`src/rtl/md_unit_pkg.sv`:
```
// Shared definitions for the multi-cycle multiply/divide unit:
// operation codes, FSM states and a sign-correction helper.
package md_defs;

   typedef enum logic [2:0] {
      MD_NONE  = 3'd0,
      MD_MULT  = 3'd1,
      MD_MULTU = 3'd2,
      MD_DIV   = 3'd3,
      MD_DIVU  = 3'd4,
      MD_MTHI  = 3'd5,
      MD_MTLO  = 3'd6,
      MD_NOP7  = 3'd7
   } md_op_e;

   typedef enum logic [1:0] {
      S_IDLE = 2'd0,
      S_MUL  = 2'd1,
      S_DIV  = 2'd2,
      S_FIX  = 2'd3
   } md_state_e;

   localparam int NEG_MAXW = 128;

   // Low bits of a two's-complement negation do not depend on the
   // upper bits, so callers zero-extend, negate, then truncate.
   function automatic logic [NEG_MAXW-1:0] neg_if(
      input logic [NEG_MAXW-1:0] v,
      input logic                en
   );
      return en ? ((~v) + NEG_MAXW'(1)) : v;
   endfunction

endpackage

```
`src/rtl/md_unit_if.sv`:
```
// Operand/result bus between the pipeline and the md unit.
interface md_unit_if #(
   parameter int WIDTH = 32
);
   logic             start;
   logic [2:0]       MDOp;
   logic [WIDTH-1:0] A;
   logic [WIDTH-1:0] B;
   logic             busy;
   logic [WIDTH-1:0] HI;
   logic [WIDTH-1:0] LO;

   modport master (
      output start, MDOp, A, B,
      input  busy, HI, LO
   );

   modport slave (
      input  start, MDOp, A, B,
      output busy, HI, LO
   );
endinterface

```
`src/rtl/md_unit_divstep.sv`:
```
// One restoring division step: shift in the next dividend bit,
// subtract the divisor when it fits, record the quotient bit.
module md_divstep #(
   parameter int WIDTH = 32
) (
   input  logic [WIDTH-1:0] rem,
   input  logic [WIDTH-1:0] quo,
   input  logic [WIDTH-1:0] divisor,
   output logic [WIDTH-1:0] rem_nxt,
   output logic [WIDTH-1:0] quo_nxt
);

   logic [WIDTH:0] shifted;
   logic           fits;

   always_comb begin
      shifted = {rem, quo[WIDTH-1]};
      fits    = shifted >= {1'b0, divisor};
      rem_nxt = fits ? WIDTH'(shifted - {1'b0, divisor})
                     : shifted[WIDTH-1:0];
      quo_nxt = {quo[WIDTH-2:0], fits};
   end

endmodule

```
`src/rtl/md_unit.sv`:
```
// Iterative multiply/divide unit with HI/LO result registers.
// Works on magnitudes; signs are restored in a final FIX cycle.
module md_unit
   import md_defs::*;
#(
   parameter int WIDTH = 32
) (
   input  logic       clk,
   input  logic       reset,
   md_unit_if.slave   bus
);

   localparam int CW = $clog2(WIDTH) + 1;
   localparam logic [CW-1:0] LAST = CW'(WIDTH - 1);

   md_state_e        state;
   logic [CW-1:0]    cnt;
   logic [WIDTH-1:0] opd;
   logic [WIDTH-1:0] acc_hi;
   logic [WIDTH-1:0] acc_lo;
   logic             neg_q;
   logic             neg_r;
   logic             is_div;
   logic             dz;
   logic             busy_q;
   logic [WIDTH-1:0] hi_q;
   logic [WIDTH-1:0] lo_q;

   md_op_e           op;
   logic             sgn_op;
   logic             sa;
   logic             sb;
   logic [WIDTH-1:0] amag;
   logic [WIDTH-1:0] bmag;
   logic [WIDTH:0]   msum;
   logic [WIDTH-1:0] rem_nxt;
   logic [WIDTH-1:0] quo_nxt;
   logic [2*WIDTH-1:0] prod_fix;
   logic [WIDTH-1:0] q_fix;
   logic [WIDTH-1:0] r_fix;

   assign bus.busy = busy_q;
   assign bus.HI   = hi_q;
   assign bus.LO   = lo_q;

   always_comb begin
      op     = md_op_e'(bus.MDOp);
      sgn_op = (op == MD_MULT) || (op == MD_DIV);
      sa     = sgn_op & bus.A[WIDTH-1];
      sb     = sgn_op & bus.B[WIDTH-1];
      amag   = WIDTH'(neg_if(NEG_MAXW'(bus.A), sa));
      bmag   = WIDTH'(neg_if(NEG_MAXW'(bus.B), sb));
   end

   // Shift-add: the multiplier drains out of acc_lo as the
   // product's low half shifts in from the top.
   always_comb begin
      msum = {1'b0, acc_hi}
           + (acc_lo[0] ? {1'b0, opd} : '0);
   end

   md_divstep #(
      .WIDTH(WIDTH)
   ) u_divstep (
      .rem     (acc_hi),
      .quo     (acc_lo),
      .divisor (opd),
      .rem_nxt (rem_nxt),
      .quo_nxt (quo_nxt)
   );

   always_comb begin
      prod_fix = (2*WIDTH)'(neg_if(NEG_MAXW'({acc_hi, acc_lo}), neg_q));
      q_fix    = WIDTH'(neg_if(NEG_MAXW'(acc_lo), neg_q));
      r_fix    = WIDTH'(neg_if(NEG_MAXW'(acc_hi), neg_r));
   end

   always_ff @(posedge clk or posedge reset) begin
      if (reset) begin
         state  <= S_IDLE;
         cnt    <= '0;
         opd    <= '0;
         acc_hi <= '0;
         acc_lo <= '0;
         neg_q  <= 1'b0;
         neg_r  <= 1'b0;
         is_div <= 1'b0;
         dz     <= 1'b0;
         busy_q <= 1'b0;
         hi_q   <= '0;
         lo_q   <= '0;
      end else begin
         unique case (state)
            S_IDLE: begin
               if (bus.start) begin
                  unique case (1'b1)
                     (op == MD_MULT) || (op == MD_MULTU): begin
                        opd    <= amag;
                        acc_hi <= '0;
                        acc_lo <= bmag;
                        neg_q  <= sa ^ sb;
                        neg_r  <= 1'b0;
                        is_div <= 1'b0;
                        dz     <= 1'b0;
                        cnt    <= '0;
                        busy_q <= 1'b1;
                        state  <= S_MUL;
                     end
                     (op == MD_DIV) || (op == MD_DIVU): begin
                        opd    <= bmag;
                        acc_hi <= '0;
                        acc_lo <= amag;
                        neg_q  <= sa ^ sb;
                        neg_r  <= sa;
                        is_div <= 1'b1;
                        dz     <= (bus.B == '0);
                        cnt    <= '0;
                        busy_q <= 1'b1;
                        state  <= S_DIV;
                     end
                     (op == MD_MTHI): hi_q <= bus.A;
                     (op == MD_MTLO): lo_q <= bus.A;
                     default: ;
                  endcase
               end
            end
            S_MUL: begin
               {acc_hi, acc_lo} <= {msum, acc_lo[WIDTH-1:1]};
               cnt <= cnt + CW'(1);
               if (cnt == LAST) state <= S_FIX;
            end
            S_DIV: begin
               acc_hi <= rem_nxt;
               acc_lo <= quo_nxt;
               cnt    <= cnt + CW'(1);
               if (cnt == LAST) state <= S_FIX;
            end
            S_FIX: begin
               // Zero divisor leaves |A| as remainder, so r_fix is A.
               if (is_div) begin
                  hi_q <= r_fix;
                  lo_q <= dz ? '1 : q_fix;
               end else begin
                  {hi_q, lo_q} <= prod_fix;
               end
               cnt    <= '0;
               busy_q <= 1'b0;
               state  <= S_IDLE;
            end
            default: state <= S_IDLE;
         endcase
      end
   end

endmodule

```
`src/flat_wrapper.sv`:
```
// flat-port wrapper written by rule: the top's interface ports become plain ports
module md_unit_flat import md_defs::*;
#(
   parameter int WIDTH = 32
)
  (clk, reset, bus_start, bus_MDOp, bus_A, bus_B, bus_busy, bus_HI, bus_LO);
  md_unit_if #(.WIDTH(WIDTH)) bus_i ();
  input  logic clk;
  input  logic reset;
  input wire logic [$bits(bus_i.start)-1:0] bus_start;
  input wire logic [$bits(bus_i.MDOp)-1:0] bus_MDOp;
  input wire logic [$bits(bus_i.A)-1:0] bus_A;
  input wire logic [$bits(bus_i.B)-1:0] bus_B;
  output wire logic [$bits(bus_i.busy)-1:0] bus_busy;
  output wire logic [$bits(bus_i.HI)-1:0] bus_HI;
  output wire logic [$bits(bus_i.LO)-1:0] bus_LO;
  assign bus_i.start = bus_start;
  assign bus_i.MDOp = bus_MDOp;
  assign bus_i.A = bus_A;
  assign bus_i.B = bus_B;
  assign bus_busy = bus_i.busy;
  assign bus_HI = bus_i.HI;
  assign bus_LO = bus_i.LO;
  md_unit #(.WIDTH(WIDTH)) u_core (.clk(clk), .reset(reset), .bus(bus_i));
endmodule
```
`config.mk`:
```
export PLATFORM = sky130hd
export DESIGN_NAME = md_unit_flat
export DESIGN_NICKNAME = d
export VERILOG_FILES = /design/src/rtl/md_unit_pkg.sv /design/src/rtl/md_unit_if.sv /design/src/rtl/md_unit_divstep.sv /design/src/rtl/md_unit.sv /design/src/flat_wrapper.sv
export SDC_FILE = /design/constraint.sdc
export NUM_CORES = 1
export LEC_CHECK = 0
export ABC_CLOCK_PERIOD_IN_PS = 5400
export BUFFER_PORTS_ARGS = -buffer_cell sky130_fd_sc_hd__buf_2
export CAP_MARGIN = 25
export CORE_MARGIN = 1.5
export CORE_UTILIZATION = 35
export CTS_BUF_LIST = sky130_fd_sc_hd__clkbuf_4
export CTS_CLUSTER_SIZE = 10
export DETAILED_ROUTE_END_ITERATION = 12
export HOLD_SLACK_MARGIN = 0.1
export SLEW_MARGIN = 0
export SYNTH_ARGS = -nofsm -noshare
export SYNTH_HDL_FRONTEND = slang
export SYNTH_SLANG_ARGS = --single-unit
```
`constraint.sdc`:
```
create_clock -name clk -period 5.4 [get_ports clk]
set_input_delay 0.54 -clock clk [delete_from_list [all_inputs] [get_ports clk]]
set_output_delay 0.54 -clock clk [all_outputs]
set_load 0.005 [all_outputs]
```
# After elaboration in Yosys (flattened, before gate mapping)
# Index checks and enable logic that the tools add are counted.
# word_totals
ff_bits,173
input_bits,70
# op_classes
addsub,8
magnitude_cmp,1
n_eq_ne,16
n_mux,36
bitwise_logic,8
reduce_logical,19
# ops
op,n
$mux W32,16
$pmux W32 S2,4
$pmux W32 S3,2
$add A32 B1 Y32 const B,4
$not A32 Y32,4
$add A64 B1 Y64 const B,1
$mux W64,1
$not A64 Y64,1
$add A32 B32 Y33,1
$ge A33 B32 Y1,1
$logic_not A32 Y1,1
$sub A32 B32 Y32,1
$reduce_and A3 Y1,8
$pmux W6 S3,1
$mux W6,2
$eq A3 B3 Y1 const B,3
$pmux W1 S2,4
$add A6 B1 Y6 const B,1
$eq A3 B2 Y1 const B,2
$eq A6 B5 Y1 const B,1
$ne A2 B1 Y1 const B,3
$pmux W2 S3,1
$eq A2 B2 Y1 const B,2
$mux W2,2
14 further kinds,21

# Depth between registers and ports, before layout
# Gate-level depths: netlist (run 1).
# logic_depth
word_depth,7
ltp_mapped,16
ltp_nobuf,14

# Modules after synthesis
# Synthesis (run 1) repeated with hierarchy kept, for this count alone.
# hier_totals
hier_cells,1883
area_unflattened_um2,15164.5
# modules_own_cells
mod,n_inst,cells_per_inst,area_each_um2,seq_area_each_um2
md_unit,1,1528,12593.3,4329.2
md_divstep,1,355,2571.2,0.0

# Least setup slack after synthesis (run 1)
# OpenSTA, ideal clock, no wires.
# synth_timing
kind,reg2reg
startpoint,reg u_core.acc_lo[0]
endpoint,reg u_core.acc_hi[27]
setup_time_ps,133
arrival_ps,3346
t_required_ps,5267
slack_ps,1921
path_stages_with_launch,15
n_path_buf,1
path_cell_list,dfrtp_1 -> inv_1 -> clkbuf_1 -> nor2_1 -> ha_1 -> nor2b_1 -> o31a_1 -> o21ai_1 -> o21ai_1 -> a311o_1 -> a221o_1 -> a211o_1 -> a21oi_1 -> xor2_1 -> o211ai_1
# synth_via
elab_chain_len,3
# synth_rtl
item,line_no,rtl
from (decl),md_unit.sv:20,logic [WIDTH-1:0] acc_lo;
from (signal assigned),md_unit.sv:100,acc_lo <= bmag;
from (signal assigned),md_unit.sv:112,acc_lo <= amag;
from (signal assigned),md_unit.sv:128,"{acc_hi, acc_lo} <= {msum, acc_lo[WIDTH-1:1]};"
$mux W32,md_unit.sv:59,"+ (acc_lo[0] ? {1'b0, opd} : '0);"
$add A32 B32 Y33,md_unit.sv:59,
$pmux W32 S3,md_unit.sv:93,unique case (state)
to (signal assigned),md_unit.sv:128,
to (signal assigned),md_unit.sv:133,acc_hi <= rem_nxt;
to (decl),md_unit.sv:19,logic [WIDTH-1:0] acc_hi;
# No other way between the ends.
# A chain may end at the register's enable or synchronous reset.

# Worst setup path in the final report (run 1)
# layout_timing
startpoint,reg u_core.acc_hi[0]
endpoint,reg u_core.acc_hi[8]
# layout_via
elab_chain_len,3
word_cells_on_any_way,5
# layout_rtl
item,line_no,rtl
$sub A32 B32 Y32 or $ge A33 B32 Y1 (tied branches),"md_unit_divstep.sv:19, md_unit_divstep.sv:18",
$mux W32,md_unit_divstep.sv:19,"rem_nxt = fits ? WIDTH'(shifted - {1'b0, divisor})"
$pmux W32 S3 (*),md_unit.sv:93,
# Mark *: on every way between the ends. The rest lies on a longest branch, timed or not.

==> impl_table.tex, run 1 <==
\begin{tabular}{lr}
\hline
Metric & Value \\
\hline
\multicolumn{2}{l}{\textbf{Status}} \\
Outcome & complete, no violations \\
\multicolumn{2}{l}{\textbf{STA}} \\
Slew margin rel. & 31.9\% \\
Fin Clk Skew & 0.0356 ns \\
Final hold violation count & 0 \\
Unrepaired setup endpoints after global routing & false \\
Highest clock rate & 0.243 GHz \\
Summed negative setup slack over all endpoints & 0 ns \\
Post-route minimum period & 4.11 ns \\
Final-report setup violation count & 0 \\
Tightest Pin Transition & 1.02 ns \\
Minimum hold slack & 0.270 ns \\
Final Max Slew Viols & 0 \\
Share of the clock period used by the worst path after layout & 76.1\% \\
\multicolumn{2}{l}{\textbf{Finish}} \\
Fraction of layout cells with a size suffix above 1 & 11.4\% \\
Number of nets in the final layout & 2171 \\
Area growth, synth to finish & 9.68\% \\
Final design instance area without fill & 16500 um2 \\
\multicolumn{2}{l}{\textbf{Global route}} \\
Global router's overall resource usage & 24.6\% \\
Grt ovf & 0 \\
Antenna violations before repair & 2 \\
Largest net degree at the start of global routing & 99 \\
Number of global-route vias before repair & 13.9k \\
First-pass GRT wire length & 83.7 mm \\
\multicolumn{2}{l}{\textbf{Setup path}} \\
Top delay family on crit path & compound AO/OA/AOI/OAI gates \\
Maximum fanout encountered on the critical timing path & 27 \\
CP Data Arrival Time & 4.66 ns \\
CP endpoint kind & flip-flop \\
Crit path launch & u\_core.acc\_hi[0] \\
Standard cell with the maximum stage delay on the critical path & sky130\_fd\_sc\_hd\_\_nor2b\_4 \\
Critical path's largest stage delay & 0.51 ns \\
Crit Path Category & reg2reg \\
Cells traversed along the worst timing path & ha\_1 > nor2b\_1 > o31a\_1 > or3\_1 > a211o\_1 > a41o\_1 > nand3\_1 > nor2b\_4 > buf\_4 > mux2\_2 > a221oi\_1 > nor2\_1 \\
Startpoint of the worst register-to-register path & u\_core.acc\_hi[0] \\
Startpoint Class & flip-flop \\
Number of buffers and inverters on the critical path & 1 \\
Worst endpoint required time & 5.95 ns \\
\multicolumn{2}{l}{\textbf{Clock network}} \\
Buffer count from post-CTS setup fixing & 0 \\
Clock transition at the registers of the reported paths & 0.16 ns \\
Root buf cell & sky130\_fd\_sc\_hd\_\_clkbuf\_4 \\
Worst-case clock buffer depth & 2 \\
Post-CTS Resized & 0 \\
H-Tree Level Count & 4 \\
Number of buffers inserted for hold repair after clock tree synthesis & 1 \\
TritonCTS clock tree & yes \\
Clock buffers created by TritonCTS & 17 \\
Clock Latency Late Sink & 0.66 ns \\
Clock tree sinks & 173 \\
\multicolumn{2}{l}{\textbf{Yosys}} \\
Summed instance area of the synthesized netlist & 15000 um2 \\
Proportion of synthesized chip area in sequential cells & 28.8\% \\
\#FFs+latches synth & 173 \\
Top-area cell type share of the netlist area & 28.8\% \\
Post-Synthesis Net Count & 2115 \\
Yosys top cell by area & sky130\_fd\_sc\_hd\_\_dfrtp\_1 \\
Number of different library cells in the post-synthesis netlist & 77 \\
Leading post-synthesis cells by cell area & sky130\_fd\_sc\_hd\_\_dfrtp\_1 29\%, sky130\_fd\_sc\_hd\_\_o21ai\_0 8.4\%, sky130\_fd\_sc\_hd\_\_xnor2\_1 6.2\% \\
Most numerous cell types in the synthesized netlist & 252 x sky130\_fd\_sc\_hd\_\_o21ai\_0, 236 x sky130\_fd\_sc\_hd\_\_nand2\_1, 199 x sky130\_fd\_sc\_hd\_\_nor2\_1 \\
Share of flip-flops with an asynchronous set or reset after synthesis & 100\% \\
Mean post-synth cell area & 7.62 um2 \\
Mapped Cells & 1969 \\
Cell with the most instances after synthesis & sky130\_fd\_sc\_hd\_\_o21ai\_0 \\
YS warnings & 0 \\
Commonest register cell after synthesis & sky130\_fd\_sc\_hd\_\_dfrtp\_1 \\
Post-synth EDFFs & 0 \\
\multicolumn{2}{l}{\textbf{Detailed routing}} \\
Number of nets with antenna violations after routing & 0 \\
Final routed wire length divided by cell count & 21.2 um \\
Total detailed-routing wirelength & 54.8 mm \\
Violation count after the first detailed-routing iteration & 1770 \\
DRC viols & 0 \\
Number of vias in the routed layout & 15.1k \\
Detailed-route vias per instance & 5.87 \\
First-pass DRT Iterations & 6 \\
\multicolumn{2}{l}{\textbf{Floorplan}} \\
Die Footprint & 44100 um2 \\
Number of I/O pins & 135 \\
Die width & 210 um \\
Initial standard-cell utilization of the core & 35.6\% \\
Core area & 42100 um2 \\
Num rows & 75 \\
Die H & 210 um \\
\multicolumn{2}{l}{\textbf{Placement}} \\
Final RePlAce weighted congestion & 0.966 \\
Instance area after placement & 16100 um2 \\
HPWL after detailed placement & 41.5 mm \\
Port Buf Inserts & 134 \\
\multicolumn{2}{l}{\textbf{Power}} \\
Overall power of the completed layout & 9850 uW \\
Int Power & 4580 uW \\
Net switching power & 5270 uW \\
Ratio of total power to cell area & 598 nW/um2 \\
Share of power burned in registers & 26.0\% \\
Worst IR Drop VDD & 0.335 mV \\
Switching fraction of total power & 53.5\% \\
Relative contribution of combinational cells to total power & 66.1\% \\
Clk pwr share & 7.9\% \\
Cell leakage power & 0.00742 uW \\
\multicolumn{2}{l}{\textbf{Run}} \\
Maximum Capacitance Violations & 0 \\
\multicolumn{2}{l}{\textbf{Worst hold path}} \\
Hold crit path type & in2reg \\
Hold wc startpoint & bus\_A[27] \\
\hline
\end{tabular}
[placed cells by master (no fill, tap or decap), types with 5 or more instances in the layout]
| cell | count |
|---|---|
| sky130_fd_sc_hd__a211o_1 | 9 |
| sky130_fd_sc_hd__a211oi_1 | 6 |
| sky130_fd_sc_hd__a21o_1 | 31 |
| sky130_fd_sc_hd__a21oi_1 | 171 |
| sky130_fd_sc_hd__a221oi_1 | 14 |
| sky130_fd_sc_hd__a22o_1 | 11 |
| sky130_fd_sc_hd__a22oi_1 | 35 |
| sky130_fd_sc_hd__a31oi_1 | 16 |
| sky130_fd_sc_hd__and2_1 | 5 |
| sky130_fd_sc_hd__and3_1 | 13 |
| sky130_fd_sc_hd__buf_2 | 134 |
| sky130_fd_sc_hd__buf_4 | 23 |
| sky130_fd_sc_hd__clkbuf_4 | 17 |
| sky130_fd_sc_hd__dfrtp_1 | 173 |
| sky130_fd_sc_hd__ha_1 | 70 |
| sky130_fd_sc_hd__inv_1 | 69 |
| sky130_fd_sc_hd__mux2_2 | 11 |
| sky130_fd_sc_hd__mux2i_1 | 34 |
| sky130_fd_sc_hd__nand2_1 | 236 |
| sky130_fd_sc_hd__nand2b_1 | 15 |
| sky130_fd_sc_hd__nand3_1 | 31 |
| sky130_fd_sc_hd__nand4_1 | 9 |
| sky130_fd_sc_hd__nor2_1 | 199 |
| sky130_fd_sc_hd__nor2b_1 | 14 |
| sky130_fd_sc_hd__nor3_1 | 31 |
| sky130_fd_sc_hd__nor4_1 | 17 |
| sky130_fd_sc_hd__o21a_1 | 12 |
| sky130_fd_sc_hd__o21ai_0 | 252 |
| sky130_fd_sc_hd__o21ai_1 | 8 |
| sky130_fd_sc_hd__o21bai_1 | 7 |
| sky130_fd_sc_hd__o22ai_1 | 35 |
| sky130_fd_sc_hd__o31ai_1 | 25 |
| sky130_fd_sc_hd__o41ai_1 | 10 |
| sky130_fd_sc_hd__or2_2 | 5 |
| sky130_fd_sc_hd__or3_1 | 10 |
| sky130_fd_sc_hd__or4_1 | 12 |
| sky130_fd_sc_hd__xnor2_1 | 106 |
| sky130_fd_sc_hd__xor2_1 | 67 |
[power groups by stage]
stage / Combinational [uW] / Clock, uW / Sequential [uW]
6_report: 6510 / 776 / 2560
5_1_grt: 7200 / 847 / 2640
4_1_cts: 6410 / 792 / 2550
3_5_place_dp: 6390 / 0 / 2580
3_3_place_gp: 6320 / 0 / 2550
2_1_floorplan: 4750 / 0 / 2310
[routing by layer]
metal	vias to the layer above	wire length, um	share of wire [%]	GRT usage, %
met3	68	4480	8.2	5.29
met1	7307	25000	46	35.1
met2	607	24000	44	37.5
met4	0	1270	2.3	6.40
li1	7160	-	-	-
met5	-	0	0	0
[final timing paths]
check | endpoint | slack, ns | cells after the start
hold reg to reg | u_core.bus.HI[13] | 0.49 | 2
setup reg to reg | u_core.acc_hi[8] | 1.29 | 12
hold / removal | u_core.bus.LO[27] | 0.27 | 3
min in group asynchronous | u_core.bus.LO[26] | 0.29 | 3
max in group asynchronous | u_core.opd[25] | 3.74 | 5
setup / recovery | u_core.acc_hi[8] | 1.29 | 12
[flip-flops by register name (all words and copies together), names as in the netlist]
register and flops:
u_core.bus.LO 32, u_core.dz 1, u_core.bus.HI 32, u_core.acc_hi 32, u_core.acc_lo 32, u_core.cnt 6, u_core.opd 32, u_core.state 2
u_core.is_div 1, u_core.neg_q 1, u_core.neg_r 1, u_core.bus.busy 1
[stage by stage]
step	setup slack, ns	util (%)	instances
floorplan	0.172	-	1969
global placement	1.36	38.2	2541
detailed placement	1.34	38.3	2542
CTS	1.33	38.9	2575
global route	1.05	39.1	2580
finish	1.29	39.1	2581
[cell families after synthesis]
family / Yosys count / share of synthesized area, %
XOR/XNOR: 173 / 10.1
AND/OR/NAND/NOR: 620 / 18.8
flip-flops: 173 / 28.8
adder cells (fa/ha/maj): 76 / 6.43
AO/OA/AOI/OAI: 688 / 27.6
multiplexers: 45 / 3.09
buffers and inverters: 194 / 5.13
[worst reg2reg max path: stages (launching register included)]
cell                       delay [ns]
sky130_fd_sc_hd__dfrtp_1         0.48
sky130_fd_sc_hd__ha_1            0.34
sky130_fd_sc_hd__nor2b_1         0.15
sky130_fd_sc_hd__o31a_1          0.27
sky130_fd_sc_hd__or3_1           0.35
sky130_fd_sc_hd__a211o_1         0.35
sky130_fd_sc_hd__a41o_1          0.31
sky130_fd_sc_hd__nand3_1         0.09
sky130_fd_sc_hd__nor2b_4         0.51
sky130_fd_sc_hd__buf_4           0.42
sky130_fd_sc_hd__mux2_2          0.39
sky130_fd_sc_hd__a221oi_1        0.28
sky130_fd_sc_hd__nor2_1          0.08
[area by class of cell]
type | instances | area, um2
multi-input cells | 1602 | 9990
flip-flops and latches | 173 | 4330
repair buffers | 161 | 928
diodes | 4 | 10.0
inverters | 70 | 268
clock inverters | 15 | 139
well taps | 539 | 674
fillers | 4351 | 25700
clock buffers | 17 | 128
Power figures use the tool's default switching activity.
==> run 2: changes to the inputs <==
Settings changed: ABC_CLOCK_PERIOD_IN_PS 5400 to 4300.
Clock period 5.4 ns to 4.3 ns, I/O delays scaled along.
==> run 2 against run 1 <==
Against the previous run: sequential power is 27% higher; critical path type unchanged; maximum frequency is 1.3% lower; critical path depth is the same.
==> impl_table.tex, run 2 (synthesized netlist as in run 1, its figures left out) <==
\begin{tabular}{lr}
\hline
Metric & Value \\
\hline
\multicolumn{2}{l}{\textbf{Status}} \\
Outcome & complete, no violations (unchanged) \\
\multicolumn{2}{l}{\textbf{STA}} \\
Final-report setup violation count & 0 (unchanged) \\
Final setup margin & 0.138 ns (was 1.29 ns) \\
Slew margin rel. & 33.1\% (was 31.9\%) \\
Tightest Pin Transition & 1.00 ns (was 1.02 ns) \\
Share of the clock period used by the worst path after layout & 96.8\% (was 76.1\%) \\
Final Max Slew Viols & 0 (unchanged) \\
Highest clock rate & 0.240 GHz (was 0.243 GHz) \\
Post-route minimum period & 4.16 ns (was 4.11 ns) \\
Minimum hold slack & 0.154 ns (was 0.270 ns) \\
Final hold violation count & 0 (unchanged) \\
Fin Clk Skew & 0.0191 ns (was 0.0356 ns) \\
\multicolumn{2}{l}{\textbf{Finish}} \\
Post-Route Utilization & 39.1\% (about the same) \\
Highest-count cells in the layout ignoring fill and taps & 252 x sky130\_fd\_sc\_hd\_\_o21ai\_0, 236 x sky130\_fd\_sc\_hd\_\_nand2\_1, 199 x sky130\_fd\_sc\_hd\_\_nor2\_1 (unchanged) \\
Area growth, synth to finish & 9.78\% (was 9.68\%) \\
Most common library cell in the layout ignoring fill and taps & sky130\_fd\_sc\_hd\_\_o21ai\_0 (unchanged) \\
Fraction of layout cells with a size suffix above 1 & 11.7\% (was 11.4\%) \\
Number of nets in the final layout & 2172 (was 2171) \\
\multicolumn{2}{l}{\textbf{Power}} \\
Ratio of total power to cell area & 756 nW/um2 (was 598 nW/um2) \\
Worst IR Drop VDD & 0.357 mV (was 0.335 mV) \\
Cell leakage power & 0.00742 uW (about the same) \\
\multicolumn{2}{l}{\textbf{Clock network}} \\
Worst-case clock buffer depth & 2 (unchanged) \\
Clock transition at the registers of the reported paths & 0.17 ns (was 0.16 ns) \\
Clock tree sinks & 173 (unchanged) \\
Clock buffers created by TritonCTS & 17 (unchanged) \\
Root buf cell & sky130\_fd\_sc\_hd\_\_clkbuf\_4 (unchanged) \\
TritonCTS clock tree & yes (unchanged) \\
H-Tree Level Count & 4 (unchanged) \\
Clock Latency Late Sink & 0.65 ns (was 0.66 ns) \\
\multicolumn{2}{l}{\textbf{Worst hold path}} \\
Endpoint of the worst hold path & u\_core.bus.LO[20] (was u\_core.bus.LO[27]) \\
Number of cells on the worst hold path & 3 (unchanged) \\
Hold wc startpoint & bus\_A[20] (was bus\_A[27]) \\
Hold crit path type & in2reg (unchanged) \\
\multicolumn{2}{l}{\textbf{Setup path}} \\
Worst endpoint required time & 4.89 ns (was 5.95 ns) \\
Crit Path Category & reg2reg (unchanged) \\
Critical path's most frequent cell & sky130\_fd\_sc\_hd\_\_nand3\_1 \\
Critical path's largest stage delay & 0.65 ns (was 0.51 ns) \\
Standard cell with the maximum stage delay on the critical path & sky130\_fd\_sc\_hd\_\_or4b\_2 (was sky130\_fd\_sc\_hd\_\_nor2b\_4) \\
Cells on worst reg2reg path & 12 (unchanged) \\
Number of buffers and inverters on the critical path & 1 (unchanged) \\
CP Data Arrival Time & 4.75 ns (was 4.66 ns) \\
Top delay family on crit path & simple AND/OR/NAND/NOR gates (was compound AO/OA/AOI/OAI gates) \\
Cells traversed along the worst timing path & ha\_1 > nand3\_1 > nor3\_1 > nand3\_1 > nor4\_2 > o31ai\_1 > a22oi\_1 > nor2b\_4 > buf\_4 > or4b\_2 > nand3\_1 > a221o\_1 (was ha\_1 > nor2b\_1 > o31a\_1 > or3\_1 > a211o\_1 > a41o\_1 > nand3\_1 > nor2b\_4 > buf\_4 > mux2\_2 > a221oi\_1 > nor2\_1) \\
Maximum fanout encountered on the critical timing path & 19 (was 27) \\
CP endpoint kind & flip-flop (unchanged) \\
RR Endpoint & u\_core.acc\_hi[30] (was u\_core.acc\_hi[8]) \\
Startpoint of the worst register-to-register path & u\_core.acc\_hi[21] (was u\_core.acc\_hi[0]) \\
Startpoint Class & flip-flop (unchanged) \\
Register-to-register setup slack & 0.14 ns (was 1.29 ns) \\
\multicolumn{2}{l}{\textbf{Detailed routing}} \\
Detailed-route vias per instance & 5.79 (was 5.87) \\
Total detailed-routing wirelength & 54.0 mm (was 54.8 mm) \\
Routed wl met3 & 3.69 mm (was 4.48 mm) \\
DRC viols & 0 (unchanged) \\
Routed wire length on met2 & 24.1 mm (was 24.0 mm) \\
Final routed wire length divided by cell count & 20.9 um (was 21.2 um) \\
Number of nets with antenna violations after routing & 0 (unchanged) \\
Violation count after the first detailed-routing iteration & 1462 (was 1770) \\
Routed length on met1 & 24.9 mm (was 25.0 mm) \\
Number of vias in the routed layout & 14.9k (was 15.1k) \\
First-pass DRT Iterations & 6 (unchanged) \\
Highest metal layer with signal wires & met4 (unchanged) \\
\multicolumn{2}{l}{\textbf{Floorplan}} \\
Die H & 210 um (unchanged) \\
Initial standard-cell utilization of the core & 35.6\% (unchanged) \\
Number of I/O pins & 135 (unchanged) \\
Core area & 42100 um2 (unchanged) \\
Num rows & 75 (unchanged) \\
Die width & 210 um (unchanged) \\
Die Footprint & 44100 um2 (unchanged) \\
\multicolumn{2}{l}{\textbf{Placement}} \\
HPWL after detailed placement & 40.9 mm (was 41.5 mm) \\
Placement-stage worst setup slack & 0.0961 ns (was 1.34 ns) \\
Final RePlAce weighted congestion & 0.954 (was 0.966) \\
Port Buf Inserts & 134 (unchanged) \\
\multicolumn{2}{l}{\textbf{Run}} \\
Maximum Capacitance Violations & 0 (unchanged) \\
\multicolumn{2}{l}{\textbf{Global route}} \\
Number of global-route vias before repair & 13.9k (about the same) \\
Largest net degree at the start of global routing & 174 (was 99) \\
Antenna violations before repair & 1 (was 2) \\
Global router's overall resource usage & 24.4\% (was 24.6\%) \\
First-pass GRT wire length & 82.7 mm (was 83.7 mm) \\
Grt ovf & 0 (unchanged) \\
\hline
\end{tabular}
run 2: cell types whose count changed in the layout (fill, tap and decap cells not counted), sizes merged:
cell	previous run	this run
buf	160	161
diode	4	1
clkbuf	17	18
clkinvlp	2	3
bufinv	1	2
clkinv	7	4
run 2: cell type report:
| cell class | instances | area (um2) |
|---|---|---|
| well taps | 539 | 674 |
| fillers | 4328 | 25700 |
| diodes | 1 | 2.50 |
| flip-flops and latches | 173 | 4330 |
| inverters | 70 | 267 |
| clock buffers | 18 | 135 |
| clock inverters | 14 | 158 |
| repair buffers | 162 | 921 |
| multi-input cells | 1602 | 10000 |
run 2: layer usage:
layer | vias to the layer above | GRT usage, %
li1 | 7158 | -
met1 | 7118 | 34.6
met2 | 571 | 38.0
met3 | 80 | 4.14
met4 | 0 | 7.02
met5 | - | 0
run 2: power by group:
| group | switching, uW | internal (uW) | leakage, uW | total [uW] |
|---|---|---|---|---|
| combinational | 5040 | 3120 | 0.00508 | 8170 |
| clock | 683 | 364 | 0.000156 | 1050 |
| sequential | 893 | 2350 | 0.00219 | 3240 |
| total | 6620 | 5840 | 0.00742 | 12500 |
run 2: per-stage QoR:
step,area (um2),instances,TNS (ns),total power [uW]
finish,16500,2579,0,12500
global route,16500,2579,-0.0535,13500
CTS,16500,2577,0,12400
detailed placement,16200,2544,0,11300
global placement,16100,2543,0,11200
floorplan,15000,1969,0,8880
run 2: timing repair:
action,CTS,global route
setup buffers,0,0
endpoints found under the setup margin,0,1
endpoints found under the hold margin,66,0
gates resized for setup,0,1
hold buffers,1,0
run 2: worst reg2reg max path, stage by stage, from the launching register on:
cell and delay (ns):
sky130_fd_sc_hd__dfrtp_1 0.58, sky130_fd_sc_hd__ha_1 0.53, sky130_fd_sc_hd__nand3_1 0.11, sky130_fd_sc_hd__nor3_1 0.52, sky130_fd_sc_hd__nand3_1 0.17, sky130_fd_sc_hd__nor4_2 0.47
sky130_fd_sc_hd__o31ai_1 0.13, sky130_fd_sc_hd__a22oi_1 0.33, sky130_fd_sc_hd__nor2b_4 0.18, sky130_fd_sc_hd__buf_4 0.24, sky130_fd_sc_hd__or4b_2 0.66, sky130_fd_sc_hd__nand3_1 0.09
sky130_fd_sc_hd__a221o_1 0.10
run 2: worst max-delay path by stage:
stage	startpoint	endpoint	cells past startpoint	slack (ns)
6_report	u_core.acc_hi[21]	u_core.acc_hi[30]	12	0.14
2_1_floorplan	u_core.acc_lo[0]	u_core.acc_hi[27]	14	0.82
3_3_place_gp	u_core.acc_hi[21]	u_core.acc_hi[30]	12	0.15
4_1_cts	u_core.acc_hi[21]	u_core.acc_hi[30]	12	0.04
5_1_grt	u_core.acc_hi[21]	u_core.acc_hi[30]	12	-0.05
3_5_place_dp	u_core.acc_hi[21]	u_core.acc_hi[30]	12	0.1
